[src/rtl/diffusion_sched_pkg.sv]
// Shared FSM encoding and default parameter constants for the diffusion scheduler.
// Latency: n/a (types and constants only).
// Backpressure: n/a.
package diffusion_sched_pkg;

  localparam int N_ENG_DEF      = 4;
  localparam int ADDR_WIDTH_DEF = 13;
  localparam int DATA_WIDTH_DEF = 32;
  localparam int MAX_STEPS_DEF  = 7;

  typedef enum logic [2:0] {
    ST_IDLE    = 3'd0,
    ST_LAUNCH  = 3'd1,
    ST_RUN     = 3'd2,
    ST_ADVANCE = 3'd3,
    ST_DONE    = 3'd4
  } state_t;

  // Wrap an index that is at most 2*n-1 back into 0..n-1.
  function automatic int wrap_idx(input int idx, input int n);
    return (idx >= n) ? idx - n : idx;
  endfunction

endpackage

[src/rtl/diffusion_sched_rr_arbiter.sv]
// Round-robin arbiter: one grant per cycle to the first requester at or after the pointer.
// Latency: grant is combinational; the pointer moves to grant+1 on the following edge.
// Backpressure: losing requesters simply see no grant and must hold their request.
module rr_arbiter
  import diffusion_sched_pkg::*;
#(
  parameter  int N  = 4,
  localparam int IW = (N > 1) ? $clog2(N) : 1
) (
  input  logic          clk,
  input  logic          rst,
  input  logic          en,
  input  logic [N-1:0]  req,
  output logic [N-1:0]  grant,
  output logic [IW-1:0] grant_idx,
  output logic          grant_vld
);

  logic [IW-1:0] ptr;
  logic [IW-1:0] cand;

  // Scan from the pointer, wrapping, and take the first requester found.
  always_comb begin
    grant     = '0;
    grant_idx = '0;
    grant_vld = 1'b0;
    cand      = '0;
    for (int off = 0; off < N; off++) begin
      cand = IW'(wrap_idx(int'(ptr) + off, N));
      if (en && !grant_vld && req[cand]) begin
        grant_vld   = 1'b1;
        grant_idx   = cand;
        grant[cand] = 1'b1;
      end
    end
  end

  // Pointer advances past the winner; it stays put on idle cycles.
  always_ff @(posedge clk or posedge rst) begin
    if (rst) begin
      ptr <= '0;
    end else if (grant_vld) begin
      ptr <= IW'(wrap_idx(int'(grant_idx) + 1, N));
    end
  end

endmodule

[src/rtl/diffusion_sched.sv]
// Steps a bank of diffusion engines through max_steps launch/finish rounds and muxes their score writes.
// Latency: eng_rdy one cycle after start/advance; memory write one cycle after grant.
// Backpressure: engines not granted see eng_conflict and hold their request.
module diffusion_sched
  import diffusion_sched_pkg::*;
#(
  parameter int N_ENG      = N_ENG_DEF,
  parameter int ADDR_WIDTH = ADDR_WIDTH_DEF,
  parameter int DATA_WIDTH = DATA_WIDTH_DEF,
  parameter int max_steps  = MAX_STEPS_DEF
) (
  input  logic                        clk,
  input  logic                        rst,
  input  logic                        start,
  input  logic [N_ENG-1:0]            eng_finished,
  input  logic [N_ENG-1:0]            eng_req_s,
  input  logic [N_ENG*ADDR_WIDTH-1:0] eng_addr_s,
  input  logic [N_ENG*DATA_WIDTH-1:0] eng_data_s,
  output logic [N_ENG-1:0]            eng_rdy,
  output logic [N_ENG-1:0]            eng_conflict,
  output logic [DATA_WIDTH-1:0]       l_step,
  output logic [ADDR_WIDTH-1:0]       mem_addr_s,
  output logic [DATA_WIDTH-1:0]       mem_data_s,
  output logic                        mem_we_s,
  output logic                        busy,
  output logic                        done
);

  localparam int IW = (N_ENG > 1) ? $clog2(N_ENG) : 1;

  state_t           state;
  logic [N_ENG-1:0] fin_latch;
  logic [N_ENG-1:0] fin_now;
  logic [N_ENG-1:0] grant;
  logic [IW-1:0]    grant_idx;
  logic             grant_vld;
  logic             in_run;

  assign in_run  = (state == ST_RUN);
  // Current-cycle finishes count toward the advance decision.
  assign fin_now = fin_latch | eng_finished;

  rr_arbiter #(.N(N_ENG)) u_arb (
    .clk       (clk),
    .rst       (rst),
    .en        (in_run),
    .req       (eng_req_s),
    .grant     (grant),
    .grant_idx (grant_idx),
    .grant_vld (grant_vld)
  );

  assign eng_conflict = eng_req_s & ~grant & {N_ENG{in_run}};

  // Run sequencing: launch, wait for every engine, advance the step, repeat until the last step.
  always_ff @(posedge clk or posedge rst) begin
    if (rst) begin
      state     <= ST_IDLE;
      l_step    <= '0;
      fin_latch <= '0;
      eng_rdy   <= '0;
      busy      <= 1'b0;
      done      <= 1'b0;
    end else begin
      eng_rdy <= '0;
      done    <= 1'b0;
      case (state)
        ST_IDLE: begin
          if (start) begin
            state   <= ST_LAUNCH;
            l_step  <= '0;
            busy    <= 1'b1;
            eng_rdy <= '1;
          end
        end
        ST_LAUNCH: begin
          // Finishes seen while launching belong to the previous step; drop them.
          fin_latch <= '0;
          state     <= ST_RUN;
        end
        ST_RUN: begin
          fin_latch <= fin_now;
          if (&fin_now) state <= ST_ADVANCE;
        end
        ST_ADVANCE: begin
          if (l_step == DATA_WIDTH'(max_steps - 1)) begin
            state <= ST_DONE;
            done  <= 1'b1;
          end else begin
            l_step  <= l_step + 1'b1;
            state   <= ST_LAUNCH;
            eng_rdy <= '1;
          end
        end
        ST_DONE: begin
          busy  <= 1'b0;
          state <= ST_IDLE;
        end
        default: state <= ST_IDLE;
      endcase
    end
  end

  // Shared memory port: register the granted engine's write; address/data hold when idle.
  always_ff @(posedge clk or posedge rst) begin
    if (rst) begin
      mem_addr_s <= '0;
      mem_data_s <= '0;
      mem_we_s   <= 1'b0;
    end else begin
      mem_we_s <= grant_vld;
      if (grant_vld) begin
        mem_addr_s <= eng_addr_s[grant_idx*ADDR_WIDTH +: ADDR_WIDTH];
        mem_data_s <= eng_data_s[grant_idx*DATA_WIDTH +: DATA_WIDTH];
      end
    end
  end

endmodule
[config.mk]
export PLATFORM = sky130hd
export DESIGN_NAME = diffusion_sched
export DESIGN_NICKNAME = d
export VERILOG_FILES = /design/src/rtl/diffusion_sched_pkg.sv /design/src/rtl/diffusion_sched_rr_arbiter.sv /design/src/rtl/diffusion_sched.sv
export SDC_FILE = /design/constraint.sdc
export NUM_CORES = 1
export LEC_CHECK = 0
export BUFFER_PORTS_ARGS = -buffer_cell sky130_fd_sc_hd__buf_2
export CAP_MARGIN = 20
export CELL_PAD_IN_SITES_DETAIL_PLACEMENT = 0
export CELL_PAD_IN_SITES_GLOBAL_PLACEMENT = 2
export CORE_ASPECT_RATIO = 1.2
export CORE_UTILIZATION = 25
export CTS_CLUSTER_SIZE = 24
export DETAILED_ROUTE_END_ITERATION = 12
export PLACE_DENSITY_LB_ADDON = 0.25
export SETUP_SLACK_MARGIN = 0.3
export SYNTH_ARGS = -nofsm -noshare
export SYNTH_HDL_FRONTEND = slang
export SYNTH_SLANG_ARGS = --single-unit
[constraint.sdc]
create_clock -name clk -period 8.9 [get_ports clk]
set_input_delay 0.445 -clock clk [delete_from_list [all_inputs] [get_ports clk]]
set_output_delay 0.445 -clock clk [all_outputs]
set_load 0.02 [all_outputs]
==> results of run 1 <==
[sequential cells by signal (all words and copies together), names as in the netlist]
register	count
fin_latch	4
u_arb.ptr	2
mem_addr_s	13
eng_rdy	1
busy	1
done	1
mem_data_s	32
state	3
mem_we_s	1
l_step	32
[layer usage]
layer  up-vias  GRT usage  routed length [um]
li1       2809          -                   -
met1      2754     0.2160                9289
met2       208     0.3061               10510
met3        13    0.04699                1387
met4         4    0.04161                 183
met5         -          0                  27
[how the worst max path moves through the flow]
stage          slack [ps]    startpoint              to
6_report             4890  u_arb.ptr[0]  mem_data_s[19]
5_1_grt              4570  u_arb.ptr[0]  mem_data_s[19]
4_1_cts              4860  u_arb.ptr[0]  mem_addr_s[10]
3_5_place_dp         4870  u_arb.ptr[0]  mem_addr_s[10]
3_3_place_gp         4960  u_arb.ptr[0]  mem_addr_s[10]
2_1_floorplan        5980  u_arb.ptr[0]  mem_data_s[12]
[metrics by stage]
step | util | std cells | area (sq um)
final | 0.3346 | 1183 | 7739
after detailed placement | 0.3212 | 1164 | 7427
after CTS | 0.3343 | 1180 | 7731
after global placement | 0.3212 | 1164 | 7427
after floorplan | - | 613 | 5882
after global routing | 0.3343 | 1180 | 7731
[layout make-up]
type	count	area, sq um	share of cell area
Multi-Input combinational cell	457	3267	0.4222
Tap cell	315	394.1	0.05093
Clock inverter	6	65.06	0.008407
Sequential cell	90	2252	0.2910
Antenna cell	3	7.507	0.0009701
Clock buffer	10	239.0	0.03088
Timing Repair Buffer	286	1451	0.1876
Inverter	16	62.56	0.008084
[cell usage in the layout (no fill, tap or decap), drive strengths merged, types with 4 or more instances in the layout]
cell type,netlist,final
and2,4,4
or3,9,9
nor4,6,6
o21ai,16,16
nand2,25,25
inv,16,17
a21oi,20,20
nand3,9,9
a2111oi,10,10
a211oi,92,92
xnor2,16,16
mux2i,46,46
buf,32,286
a22o,5,5
and3,51,51
a222oi,4,4
ha,10,10
and4,8,8
nand4,7,7
dfrtp,90,90
clkbuf,18,10
nor2,73,73
[kinds of logic (layout without fill, tap and decap cells)]
| group | after synthesis | in the layout | synth area share |
|---|---|---|---|
| other | 0 | 3 | 0 |
| xor gates and xnor gates | 16 | 16 | 0.02382 |
| AOI/OAI and AO/OA | 169 | 169 | 0.2263 |
| adders and majority gates | 10 | 10 | 0.02127 |
| and+or+nand+nor | 213 | 213 | 0.1957 |
| DFF | 90 | 90 | 0.3829 |
| buffers and inverters | 66 | 318 | 0.06211 |
| muxes | 49 | 49 | 0.08785 |
[Yosys cell counts (2+ instances only)]
library cell / instances
sky130_fd_sc_hd__a2111oi_0: 9
sky130_fd_sc_hd__a211oi_1: 76
sky130_fd_sc_hd__a211oi_2: 16
sky130_fd_sc_hd__a21boi_0: 2
sky130_fd_sc_hd__a21o_1: 2
sky130_fd_sc_hd__a21oi_1: 19
sky130_fd_sc_hd__a222oi_1: 4
sky130_fd_sc_hd__a22o_1: 5
sky130_fd_sc_hd__a31o_2: 2
sky130_fd_sc_hd__a31oi_1: 2
sky130_fd_sc_hd__and2_1: 3
sky130_fd_sc_hd__and3_1: 51
sky130_fd_sc_hd__and4_1: 8
sky130_fd_sc_hd__buf_2: 18
sky130_fd_sc_hd__buf_4: 6
sky130_fd_sc_hd__buf_6: 3
sky130_fd_sc_hd__buf_8: 3
sky130_fd_sc_hd__clkbuf_1: 18
sky130_fd_sc_hd__dfrtp_1: 90
sky130_fd_sc_hd__ha_1: 10
sky130_fd_sc_hd__inv_1: 16
sky130_fd_sc_hd__mux2i_1: 46
sky130_fd_sc_hd__mux4_2: 2
sky130_fd_sc_hd__nand2_1: 24
sky130_fd_sc_hd__nand2b_1: 3
sky130_fd_sc_hd__nand3_1: 8
sky130_fd_sc_hd__nand3b_1: 2
sky130_fd_sc_hd__nand4_1: 7
sky130_fd_sc_hd__nor2_1: 73
sky130_fd_sc_hd__nor3_1: 3
sky130_fd_sc_hd__nor4_1: 6
sky130_fd_sc_hd__nor4b_1: 2
sky130_fd_sc_hd__o21ai_0: 15
sky130_fd_sc_hd__o221ai_1: 2
sky130_fd_sc_hd__o311ai_0: 2
sky130_fd_sc_hd__o31ai_1: 2
sky130_fd_sc_hd__or2_2: 2
sky130_fd_sc_hd__or3_1: 9
sky130_fd_sc_hd__xnor2_1: 16
[worst max-delay path, stage by stage (launching register included)]
cell and delay, ps:
sky130_fd_sc_hd__dfrtp_1 750, sky130_fd_sc_hd__inv_1 210, sky130_fd_sc_hd__ha_1 470, sky130_fd_sc_hd__mux4_2 560, sky130_fd_sc_hd__nor2b_4 180, sky130_fd_sc_hd__a21oi_4 130
sky130_fd_sc_hd__buf_4 430, sky130_fd_sc_hd__nand2_8 490, sky130_fd_sc_hd__a211oi_1 440, sky130_fd_sc_hd__a211oi_1 80
[power by group]
group / internal (W) / switching, W / total, W
Combinational: 0.000549 / 0.000960 / 0.00151
Sequential: 0.000557 / 0.000109 / 0.000667
Clock: 0.000226 / 0.000179 / 0.000405
Total: 0.00133 / 0.00125 / 0.00258
==> out/metrics.cfg, run 1 <==
[status]
run_status = complete, no violations

[route]
wl_per_cell_um = 18.09
total_wirelength_um = 21400
drt_first_pass_iters = 7
drtIter0Drc = 185
routed-via-count = 5788
avgViaCountPerCell = 4.893
drcViolationCount = 0
drtAntennaViolNets = 0

[floorplan]
cell_rows = 61
die-height_um = 170.0
start_util = 0.2543
design.die.area_sq_um = 24150
core_sq_um = 23130
dieWidth_um = 142.0
design.portCount = 279

[clocking]
cts.clk_slew.worst_paths_ps = 70
root_buffer = sky130_fd_sc_hd__clkbuf_16
clock_tree.buffer_depth = 2
worstSkewPairLatency_ps = 350
clkSinkCount = 90
clock_tree_from_tritoncts = built
htree_num_levels = 3
count_of_hold_buffers_inserted_by_post_cts_repair = 0
cts-buffers-inserted = 9
cts-resized-gates = 0
postCtsSetupBuffers = 0

[sta]
max_freq_ghz = 0.2492
final_hold_violations = 0
slew-limit-headroom = 0.4694
tightest_slew_ps = 795.9
layout_worst_path_cycle_share = 0.4508
totalNegativeSetupSlack_ps = 0
final-max-slew-violation-count = 0
crit_path_time_final_ps = 4012
holdWs_ps = 146.8
fin_worst_skew_ps = 7.198
grt_setup_unrepaired = no
post-route-worst-setup-slack_ps = 4888
setup_viol = 0

[power]
pwr_density_cell_nw_per_um2 = 333.4
p_leak_nw = 3.850
fin_total_pwr_w = 0.002580
ir_drop_mv = 0.2069

[yosys]
synth-main-ff-cell = sky130_fd_sc_hd__dfrtp_1
synth.ff_latch_count = 90
top_area_cell_type_share_of_the_netlist_area = 0.3829
synth.yosys.seq_area_share = 0.3829
yosys_warnings = 0
synth.cell_area_sq_um = 5882
synth_enable_flop_cells = 0
yosysTopAreaCell = sky130_fd_sc_hd__dfrtp_1
number_of_nets_produced_by_synthesis = 814
synth.avg_cell_area_sq_um = 9.595
synthCells = 613
netlist-cell-type-count = 65
async_flop_share = 1.000
synth_area_leaders = sky130_fd_sc_hd__dfrtp_1, sky130_fd_sc_hd__a211oi_1, sky130_fd_sc_hd__mux2i_1, sky130_fd_sc_hd__and3_1, sky130_fd_sc_hd__nor2_1

[worst_setup_path]
crit_type = register to register
cp-end-kind = register
crit_path_max_fanout = 90
reg2reg_to = mem_data_s[19]
timing.critical_path.from_type = register
crit_path_required_time_ps = 9100
reg2reg_from = u_arb.ptr[0]
crit_arrival_ps = 4210
setup.reg_to_reg.worst_slack_ps = 4890
timing.reg2reg.worst_path_depth = 9

[placement]
routability_cong = 0.7531
dp_hpwl_um = 15090
dp_worst_setup_slack_ps = 4873
buffers_on_ports = 278

[global_route]
maximum_number_of_pins_on_one_net_before_global_route_repair = 91
initial_antenna_violation_count = 3
grt_pass1_wl_um = 32660
first_global_vias = 5737
grt.overflow.total = 0
grt_util_all_layers = 0.1766

[hold_path]
hp-class = primary input to asynchronous set/reset pin

[final_layout]
nets = 1061
layout_cell_share_with_drive_strength_beyond_1 = 0.3908
fillers = 2487
areaGrowthSynthToFinish_pct = 31.57

[flow_run]
timing.max_cap.violations = 0

Note: power is estimated with default switching activity, not from simulation.
==> run 2: changes to the inputs <==
CORE_UTILIZATION = 24   (was 25)
clock period = 3.2 ns   (was 8.9 ns; I/O delays follow)
==> run 2 against run 1 <==
Via count rose by 1.0%. Sequential share of layout area down 1.3 points. Cell count grew 2.3%. Clock skew grew 5.6 ps.
==> out/metrics.cfg, run 2 (synthesis results as in run 1) <==
[placement]
dp_hpwl_um = 16080
routability_cong = 0.7578
buffers_on_ports = 278
detailed_place.area_sq_um = 7632

[final_layout]
final_common_cell = sky130_fd_sc_hd__buf_2
areaGrowthSynthToFinish_pct = 37.86
utilization = 0.3383
post-route-cell-area_sq_um = 8109
nets = 1085
mostFrequentLayoutCells = sky130_fd_sc_hd__buf_2, sky130_fd_sc_hd__dfrtp_1, sky130_fd_sc_hd__nor2_1, sky130_fd_sc_hd__a211oi_1, sky130_fd_sc_hd__and3_1
layout_cell_share_with_drive_strength_beyond_1 = 0.4151
fillers = 2545
top_regs = l_step x32, mem_data_s x32, mem_addr_s x13

[floorplan]
die-height_um = 173.5
design.portCount = 279
core_sq_um = 23970
start_util = 0.2454
design.die.area_sq_um = 25140
dieWidth_um = 144.9
cell_rows = 62

[sta]
setup_viol = 0
totalNegativeSetupSlack_ps = 0
final_hold_violations = 0
layout_worst_path_cycle_share = 0.8664
slew-limit-headroom = 0.4632
grt_setup_unrepaired = yes
tightest_slew_ps = 805.3
fin_worst_skew_ps = 12.78
holdWs_ps = 57.76
final-max-slew-violation-count = 0
crit_path_time_final_ps = 2773
max_freq_ghz = 0.3607

[worst_setup_path]
reg2reg_from = u_arb.ptr[0]
timing.critical_path.from_type = register
cp-end-kind = register
crit_type = register to register
reg2reg_to = mem_data_s[1]
crit_path_max_fanout = 26
timing.reg2reg.worst_path_depth = 8
setup.reg_to_reg.worst_slack_ps = 430
crit_path_required_time_ps = 3410
crit_arrival_ps = 2990

[power]
fin_total_pwr_w = 0.007869
ir_drop_mv = 0.3929
pwr_density_cell_nw_per_um2 = 970.5
p_leak_nw = 4.021

[global_route]
maximum_number_of_pins_on_one_net_before_global_route_repair = 47
grt.overflow.total = 0
initial_antenna_violation_count = 2
grt_pass1_wl_um = 34130
grt_util_all_layers = 0.1757
first_global_vias = 5900

[clocking]
cts-buffers-inserted = 9
clock_tree.buffer_depth = 2
cts.clk_slew.worst_paths_ps = 70
clock_tree_from_tritoncts = built
clkSinkCount = 90
root_buffer = sky130_fd_sc_hd__clkbuf_16
worstSkewPairLatency_ps = 350
htree_num_levels = 3

[route]
drcViolationCount = 0
drtIter0Drc = 188
wl_per_cell_um = 18.28
drt_first_pass_iters = 6
drtAntennaViolNets = 0
total_wirelength_um = 22120
avgViaCountPerCell = 4.831
routed-via-count = 5846

[hold_path]
worstHoldEndpoint = fin_latch[0]
timing.hold.worst_path_depth = 2
hp-class = primary input to register
min_from = eng_finished[0]

[flow_run]
timing.max_cap.violations = 0

[status]
run_status = complete, no violations

-- run 2: layout make-up --
class / instances / area [sq um] / area share
antenna: 1 / 2.502 / 0.0003086
clock buffer: 9 / 225.2 / 0.02777
clock inverter: 7 / 146.4 / 0.01805
inverter: 16 / 62.56 / 0.007715
multi-input combinational: 458 / 3314 / 0.4087
sequential: 90 / 2253 / 0.2779
tap: 320 / 400.4 / 0.04938
timing repair buffer: 309 / 1704 / 0.2102
-- run 2: through the flow --
| stage | cells | setup WS, ps |
|---|---|---|
| floorplan | 613 | 361.4 |
| global placement | 1187 | 290.8 |
| detailed placement | 1187 | 241.5 |
| CTS | 1208 | 322.3 |
| global route | 1209 | 300.2 |
| finish | 1210 | 427.5 |
-- run 2: metal layers --
layer | GRT usage | up-vias | wire, um
met5 | 0 | - | 23
met4 | 0.05541 | 4 | 331
met3 | 0.04184 | 19 | 1377
met2 | 0.3101 | 215 | 11050
met1 | 0.2086 | 2753 | 9335
li1 | - | 2855 | -
-- run 2: power by group --
group / leakage [nW] / switching, W / internal [W]
clock: 0.181 / 0.000508 / 0.000851
sequential: 1.11 / 0.000250 / 0.00155
combinational: 2.73 / 0.00289 / 0.00182
-- run 2: timing repair --
action	in CTS	in global routing
cloned	1	0
gates resized for setup	5	7
setup endpoints to repair	22	39
pin swaps	1	1
buffers inserted	3	1
hold buffers	1	0
hold endpoints to repair	36	0
-- run 2: how the worst max path moves through the flow --
stage | startpoint | endpoint | depth (start not counted)
after detailed placement | u_arb.ptr[0] | mem_data_s[17] | 9
after global routing | u_arb.ptr[0] | mem_data_s[1] | 8
after global placement | u_arb.ptr[0] | mem_addr_s[9] | 9
after floorplan | u_arb.ptr[0] | mem_data_s[12] | 11
after CTS | u_arb.ptr[0] | mem_data_s[17] | 9
final | u_arb.ptr[0] | mem_data_s[1] | 8
-- run 2: critical path: stages (launching register included) --
cell	delay, ps
sky130_fd_sc_hd__dfrtp_2	360
sky130_fd_sc_hd__buf_4	230
sky130_fd_sc_hd__mux4_2	620
sky130_fd_sc_hd__nand2b_1	240
sky130_fd_sc_hd__a32oi_1	260
sky130_fd_sc_hd__nand3_2	220
sky130_fd_sc_hd__buf_6	290
sky130_fd_sc_hd__a211oi_1	320
sky130_fd_sc_hd__a211oi_1	90
==> run 3: changes to the inputs <==
CORE_UTILIZATION = 25   (was 24)
CTS_BUF_LIST = sky130_fd_sc_hd__clkbuf_8   (was not set)
==> run 3 against run 2 <==
First-iteration DRC count is 30% higher. Core utilization is 0.49 points higher. Flip-flop and latch count stayed put. Register-to-register slack better by 50 ps. Setup slack worse by 32 ps. Combinational power is 0.8% lower. Critical path depth is 1 lower. Die area is 4.0% lower. Routed wire length is 0.57% lower.
==> out/metrics.cfg, run 3 (synthesis results as in run 1) <==
[placement]
buffers_on_ports = 278
detailed_place.area_sq_um = 7596
routability_cong = 0.7979
dp_hpwl_um = 15760

[clocking]
root_buffer = sky130_fd_sc_hd__clkbuf_8
cts-buffers-inserted = 9
clock_tree.buffer_depth = 2
htree_num_levels = 3
cts.clk_slew.worst_paths_ps = 110
worstSkewPairLatency_ps = 390
clock_tree_from_tritoncts = built
clkSinkCount = 90

[sta]
totalNegativeSetupSlack_ps = 0
setup_viol = 0
fin_worst_skew_ps = 15.28
final-max-slew-violation-count = 0
max_freq_ghz = 0.3565
slew-limit-headroom = 0.4916
tightest_slew_ps = 762.7
final_hold_violations = 0
layout_worst_path_cycle_share = 0.8765
grt_setup_unrepaired = no
crit_path_time_final_ps = 2805

[power]
p_leak_nw = 3.942
power_frac_clock = 0.119
ir_drop_mv = 0.4175
power.internal_w = 0.003730
sequentialPowerShare = 0.246
pwr_density_cell_nw_per_um2 = 925.7
power_switching_w = 0.003618
power.share.combinational = 0.635
switching_power_share_of_the_total = 0.4924

[global_route]
initial_antenna_violation_count = 2
first_global_vias = 6005
grt_pass1_wl_um = 33840
grt_util_all_layers = 0.1838
maximum_number_of_pins_on_one_net_before_global_route_repair = 53
grt.overflow.total = 0

[status]
run_status = complete, no violations

[final_layout]
top_regs = l_step x32, mem_data_s x32, mem_addr_s x13
areaGrowthSynthToFinish_pct = 34.95
final_common_cell = sky130_fd_sc_hd__buf_2
nets = 1085
post-route-cell-area_sq_um = 7938
mostFrequentLayoutCells = sky130_fd_sc_hd__buf_2, sky130_fd_sc_hd__dfrtp_1, sky130_fd_sc_hd__a211oi_1
layout_cell_share_with_drive_strength_beyond_1 = 0.4061

[route]
routed-via-count = 5840
drcViolationCount = 0
total_wirelength_um = 22000
avgViaCountPerCell = 4.842
drtAntennaViolNets = 0
drt_first_pass_iters = 7
wl_per_cell_um = 18.24
drtIter0Drc = 245

[worst_setup_path]
crit_buf_inv = 2
timing.critical_path.to = eng_conflict[0]
reg2reg_to = mem_data_s[27]
crit_path_max_fanout = 7
worstSetupStartpoint = u_arb.ptr[0]
crit_slowest_cell = sky130_fd_sc_hd__mux4_2
timing.critical_path.slowest_cell_delay_ps = 530
timing.critical_path.from_type = register
timing.reg2reg.worst_path_depth = 9
critical-path-top-delay-family = multiplexers
crit_arrival_ps = 2640
crit_type = register to output pin
critical_path.cell_chain = inv_1 -> ha_4 -> mux4_2 -> nor2b_4 -> a222oi_1 -> and4_1 -> buf_2
reg2reg_from = u_arb.ptr[0]
cp-end-kind = output pin
crit_path_required_time_ps = 3040
setup.reg_to_reg.worst_slack_ps = 480
crit_cells = 7

[floorplan]
start_util = 0.2543
cell_rows = 61
die-height_um = 170.0
dieWidth_um = 142.0
core_sq_um = 23130
design.die.area_sq_um = 24150
design.portCount = 279

[flow_run]
timing.max_cap.violations = 0

[hold_path]
hp-class = primary input to register

run 3: worst min-delay path by stage:
stage / depth (start not counted) / slack (ps) / start / endpoint
finish: 3 / 80 / eng_data_s[124] / mem_data_s[28]
global route: 3 / 60 / start / busy
CTS: 3 / 60 / eng_data_s[124] / mem_data_s[28]
detailed placement: 2 / 340 / rst / mem_data_s[28]
global placement: 2 / 340 / rst / mem_data_s[28]
floorplan: 1 / 300 / eng_finished[2] / fin_latch[2]
run 3: timing repair:
item | in CTS | in global routing
gates cloned | 1 | 0
pin swaps | 2 | 1
gates resized for setup | 6 | 4
hold buffers | 6 | 0
setup endpoints to repair | 34 | 45
hold endpoints to repair | 56 | 0
setup buffers | 3 | 0
run 3: worst reg2reg max path: cells and delay by family, from the launching register on:
| kind | cells | cell delay (ps) |
|---|---|---|
| AOI/OAI and AO/OA | 2 | 440 |
| and+or+nand+nor | 2 | 340 |
| muxes | 2 | 800 |
| DFF | 1 | 370 |
| adders and majority gates | 1 | 330 |
| buffers and inverters | 2 | 320 |
run 3: final cells by class:
class	count	area, sq um
diodes	2	5.005
clock buffers	9	123.9
clock inverters	7	82.58
fillers	2474	15190
inverters	16	62.56
multi-input cells	458	3307
flip-flops and latches	90	2253
well taps	315	394.1
repair buffers	309	1709
run 3: power groups by stage:
stage	clock network (W)	registers, W	logic [W]
CTS	0.000922	0.00181	0.00470
global route	0.000956	0.00187	0.00510
detailed placement	0	0.00182	0.00458
floorplan	0	0.00221	0.00282
finish	0.000877	0.00181	0.00467
global placement	0	0.00181	0.00457
run 3: routing by layer:
layer	global-route usage	wire length, um
met5	0	0
met4	0.05844	337
met3	0.03770	1431
met2	0.3231	11130
met1	0.2225	9094
run 3: stage by stage:
stage | worst slack [ps] | power (W) | instances | hold WS, ps | util
2_1_floorplan | 361.4 | 0.005029 | 613 | 299.9 | -
3_3_place_gp | 288.0 | 0.006387 | 1178 | 340.9 | 0.3285
3_5_place_dp | 200.2 | 0.006407 | 1178 | 337.7 | 0.3285
4_1_cts | 297.3 | 0.007435 | 1204 | 60.09 | 0.3422
5_1_grt | 301.2 | 0.007921 | 1204 | 61.63 | 0.3430
6_report | 395.0 | 0.007348 | 1206 | 81.19 | 0.3432
